$ cat config.mk
export PLATFORM = sky130hd
export DESIGN_NAME = matrix_mult
export DESIGN_NICKNAME = d
export VERILOG_FILES = /design/src/rtl/matrix_mult.sv
export SDC_FILE = /design/constraint.sdc
export NUM_CORES = 1
export LEC_CHECK = 0
export CAP_MARGIN = 20
export CORE_MARGIN = 5
export CORE_UTILIZATION = 30
export DETAILED_ROUTE_END_ITERATION = 8
export SYNTH_ARGS = -nofsm -noshare
export SYNTH_HDL_FRONTEND = slang
export SYNTH_SLANG_ARGS = --single-unit
$ cat constraint.sdc
create_clock -name clk -period 2.1 [get_ports clk]
set_input_delay 0.525 -clock clk [delete_from_list [all_inputs] [get_ports clk]]
set_output_delay 0.525 -clock clk [all_outputs]
set_load 0.005 [all_outputs]
$ cat src/rtl/matrix_mult.sv
// Streaming integer matrix multiply: OUT[M x O] = IN[M x N] * W[N x O], W stored transposed.
// Sweeps (row, weight-row) address pairs into sync-read RAMs and writes one packed output row per input row.
module matrix_mult #(
    parameter int unsigned BATCH_SIZE          = 8,
    parameter int unsigned LOG_BATCH_SIZE      = 3,
    parameter int unsigned INPUT_FEATURES      = 4,
    parameter int unsigned LOG_INPUT_FEATURES  = 2,
    parameter int unsigned OUTPUT_FEATURES     = 8,
    parameter int unsigned LOG_OUTPUT_FEATURES = 3,
    parameter int unsigned INPUT_WIDTH         = 4,
    parameter int unsigned WEIGHT_WIDTH        = 8,
    parameter int unsigned OUTPUT_WIDTH        = 16
) (
    input  logic                                      clk,
    input  logic                                      rst_n,
    input  logic                                      start,
    input  logic [INPUT_FEATURES*INPUT_WIDTH-1:0]     inputData,
    input  logic [INPUT_FEATURES*WEIGHT_WIDTH-1:0]    weightData,
    output logic [LOG_BATCH_SIZE-1:0]                 inputAddr,
    output logic [LOG_OUTPUT_FEATURES-1:0]            weightAddr,
    output logic [OUTPUT_FEATURES*OUTPUT_WIDTH-1:0]   outputData,
    output logic [LOG_BATCH_SIZE-1:0]                 outputAddr,
    output logic                                      outputWrEn
);

    localparam int unsigned ACC_W = INPUT_WIDTH + WEIGHT_WIDTH + LOG_INPUT_FEATURES;
    localparam int unsigned SUM_W = (ACC_W > OUTPUT_WIDTH) ? ACC_W : OUTPUT_WIDTH;

    typedef enum logic [1:0] {
        IDLE  = 2'd0,
        RUN   = 2'd1,
        DRAIN = 2'd2
    } stateType;

    stateType state;
    stateType nextState;

    logic                           startPrev;
    logic                           validD;
    logic [LOG_OUTPUT_FEATURES-1:0] oD;
    logic [LOG_BATCH_SIZE-1:0]      mD;
    logic                           lastO;
    logic                           lastPair;
    logic signed [SUM_W-1:0]        dotSum;

    assign lastO    = (weightAddr == LOG_OUTPUT_FEATURES'(OUTPUT_FEATURES - 1));
    assign lastPair = lastO && (inputAddr == LOG_BATCH_SIZE'(BATCH_SIZE - 1));

    // State register
    always_ff @(posedge clk or negedge rst_n) begin
        if (!rst_n) begin
            state <= IDLE;
        end else begin
            state <= nextState;
        end
    end

    // Next-state logic; DRAIN ends once the last data beat has been consumed
    always_comb begin
        nextState = state;
        case (state)
            IDLE:    if (start && !startPrev) nextState = RUN;
            RUN:     if (lastPair) nextState = DRAIN;
            DRAIN:   if (!validD) nextState = IDLE;
            default: nextState = IDLE;
        endcase
    end

    // Address sweep: weight index is the inner loop
    always_ff @(posedge clk or negedge rst_n) begin
        if (!rst_n) begin
            startPrev  <= 1'b0;
            inputAddr  <= '0;
            weightAddr <= '0;
        end else begin
            startPrev <= start;
            if (state == RUN) begin
                if (lastO) begin
                    weightAddr <= '0;
                    inputAddr  <= lastPair ? '0 : inputAddr + 1'b1;
                end else begin
                    weightAddr <= weightAddr + 1'b1;
                end
            end else begin
                inputAddr  <= '0;
                weightAddr <= '0;
            end
        end
    end

    // Signed N-wide dot product of the current RAM beat
    always_comb begin
        dotSum = '0;
        for (int k = 0; k < int'(INPUT_FEATURES); k++) begin
            dotSum = dotSum
                   + SUM_W'($signed(inputData[k*INPUT_WIDTH +: INPUT_WIDTH]))
                   * SUM_W'($signed(weightData[k*WEIGHT_WIDTH +: WEIGHT_WIDTH]));
        end
    end

    // Data beat tracking, slot fill and row write strobe
    always_ff @(posedge clk or negedge rst_n) begin
        if (!rst_n) begin
            validD     <= 1'b0;
            oD         <= '0;
            mD         <= '0;
            outputData <= '0;
            outputAddr <= '0;
            outputWrEn <= 1'b0;
        end else begin
            validD <= (state == RUN);
            oD     <= weightAddr;
            mD     <= inputAddr;
            if (validD) begin
                outputData[oD*OUTPUT_WIDTH +: OUTPUT_WIDTH] <= OUTPUT_WIDTH'(dotSum);
            end
            outputWrEn <= validD && (oD == LOG_OUTPUT_FEATURES'(OUTPUT_FEATURES - 1));
            if (validD && (oD == LOG_OUTPUT_FEATURES'(OUTPUT_FEATURES - 1))) begin
                outputAddr <= mD;
            end
        end
    end

endmodule

==> metrics.txt <==
Final Hold Viols=0; Post-CTS Hold Buffers=0; Die Wd=between 200 and 250 um; post-route setup slack=-3.251 ns; most frequent cells after synthesis=nand2_1 (200), inv_1 (172), fa_1 (141), dfrtp_1 (140), o21ai_0 (60); gpl congestion=0.8534; Clk pin slew, worst setup/hold paths=0.07 ns; Yosys reg bits=140; Critical Path AT=around 5.6 ns; via count=8,577; number of global-route vias before repair=around 9,000; Overall Global Routing Usage=roughly 16%; Setup crit end kind=flop; clk_skew=about 0.0084 ns; Total Nets Final=roughly 1,700; initial drt markers=268; Crit path max-delay family=adder cells; DR WL/cell=between 15 and 20 um; initial antenna violation count=0; share of layout cells above drive strength 1=a little under two fifths; CP most frequent cell=fa_1; # diodes=0; gr ovfl total=0; Hold Path Class=primary input to asynchronous set/reset pin; TritonCTS clock tree=done; # fillers=approximately 3,300; FFs w/ async S/R, synth=between 90% and 100%; Crit path depth=22; Syn Inst Count=about 1,100; number of CTS-inserted buffers=17; Initial Util=30.39%; first-pass GRT wire length=49,170 um; Die Y-Extent=200.1 um; crit path time final=~5.4 ns; Area Overhead vs Synth=55.84%; drt pass-1 iters=5; max_cap viols=0; final non-filler cell total=1,909; launching element type of the critical path=primary input; Root Buffer=clkbuf_16; largest net degree at the start of global routing=48; Net Count, Synth=~1,300; RSZ-0062 raised after global routing=true; CP bufs+invs=8; worst-margin pin slew=roughly 0.5 ns; fmax=0.1869 GHz; dpl hpwl=approximately 24,000 um; Worst R2R Start=oD[1]$_DFF_PN0_; Slew HR=about two thirds; Data required, critical path=2.39 ns; Synth top area share=roughly a third; ANT nets after route=0; Synth Flop Type=dfrtp_1; footprint of the multi-input gates=about 0.008 sq mm; Post-synth EDFFs=0; R2R cell count=8; Clk Latency, worst-skew pair=approximately 0.41 ns; status=finished, violations left; Synth area leader=dfrtp_1; CP peak stage delay=0.54 ns; max-slew violation count=0; Crit Path Max Fanout=8; sequential fraction of the synthesis area=between 30 and 40%; Post-route DRC=0; Mapped Area=between 0.01 and 0.015 sq mm; Row Count=around 70; Clock Tree Buf Depth=2; kind of critical path=primary input to flop; drt total wl=approximately 31,000 um; core footprint=roughly 0.036 sq mm; I/O pin cnt=189; # setup viols final=120; Vias/cell=4.493; Register Area=0.003503 sq mm; critical path's slowest cell=fa_1; library cells used by synthesis=50; clk sinks=between 100 and 150; top-count cell post-synth=nand2_1; failing checks=negative setup slack; H-tree depth=4; Mean Syn Cell Area=around 10 sq um; start point of the critical path=weightData[31]; final period utilization=254.8%; Port Buffer Count=188; placed cell count=1,839; die area=between 0.04 and 0.05 sq mm; Synth area leaders=dfrtp_1 (32%), fa_1 (26%), nand2_1 (6.9%); worst-path cell chain=buf_12, and2_4, fa_1, buf_6, fa_1, inv_2, fa_1, inv_2, fa_1, fa_1, inv_2, fa_1, inv_2, ha_4, a21oi_2, o21a_2, buf_4, nor2_1, or3b_4, xnor2_4, buf_12, o21ai_2; Yosys warnings=0
==> layer usage <==
metal	GRT usage (%)	share of wire [%]	up-vias
met3	2.316	3.0	26
met5	0	0	-
met2	27.86	52	132
li1	-	-	4098
met4	3.371	2.2	0
met1	20.17	42	4321
==> final timing paths <==
path	slack (ns)	end
min in group clk	0.43	oD[2]$_DFF_PN0_
max in group asynchronous	1.44	outputData[88]$_DFFE_PN0P_
worst max-delay path	-3.25	outputData[124]$_DFFE_PN0P_
worst min-delay path	0.02	outputData[27]$_DFFE_PN0P_
worst min register to register	0.43	oD[2]$_DFF_PN0_
worst max register to register	-0.24	outputData[77]$_DFFE_PN0P_
==> stage by stage <==
| stage | TNS (ns) | cell area (sq um) | util [%] | hold WS (ns) | worst slack (ns) |
|---|---|---|---|---|---|
| final | -316.37 | 16890 | 47.36 | 0.02133 | -3.251 |
| after CTS | -334.79 | 16500 | 46.28 | 0.02021 | -3.366 |
| after global routing | -334.77 | 16890 | 47.36 | 0.03650 | -3.393 |
| after floorplan | -317.70 | 11410 | - | 0.2294 | -3.307 |
| after global placement | -432.96 | 14800 | 41.50 | 0.4225 | -4.163 |
| after detailed placement | -436.55 | 14800 | 41.50 | 0.4211 | -4.235 |
==> registers in the layout (all words and copies together) (netlist names) <==
| register | count |
|---|---|
| oD | 3 |
| inputAddr | 3 |
| mD | 3 |
| startPrev | 1 |
| validD | 1 |
| state | 2 |
| outputWrEn | 1 |
| weightAddr | 3 |
| outputData | 120 |
| outputAddr | 3 |
==> cell type report <==
cell class	count	area share [%]
timing repair buffer	370	21.17
clock buffer	20	2.764
multi-input combinational	734	47.32
sequential	140	20.75
tap	461	3.416
clock inverter	12	0.7483
inverter	172	3.838
==> layout by cell type, fill, tap and decap left out, types with 8 or more instances in the layout <==
cell	n
nand2_1	172
inv_1	143
dfrtp_1	140
clkdlybuf4s50_1	139
fa_1	130
buf_4	122
buf_6	52
o21ai_2	40
inv_2	28
and2_1	27
and2_4	25
ha_1	25
ha_4	23
mux2_4	20
nand2_2	18
clkbuf_16	18
buf_2	18
nor2_1	17
o21ai_1	15
buf_12	15
nand2b_4	14
nand3_2	14
mux2_2	11
fa_2	11
nand2_4	10
xnor2_1	8
nor3_1	8
or3_1	8
==> repair_timing <==
| action | CTS | global route |
|---|---|---|
| cloned | 4 | 1 |
| buffers inserted | 29 | 17 |
| endpoints found under the setup margin | 120 | 120 |
| pin swaps | 144 | 134 |
| resized for setup | 415 | 135 |
==> cell families (layout without fill, tap and decap cells) <==
family                     after synthesis  in the layout  synth area share [%]
DFF                                    140            140                 32.33
and+or+nand+nor                        371            371                 16.18
xor gates and xnor gates                22             22                 1.847
adders and majority gates              191            191                 31.82
muxes                                   34             34                 3.498
AOI/OAI and AO/OA                      116            116                 6.558
buffers and inverters                  212            574                 7.770
Power is not shown: default switching activity piles up to over one toggle a cycle in this logic, so the estimate is an artifact.
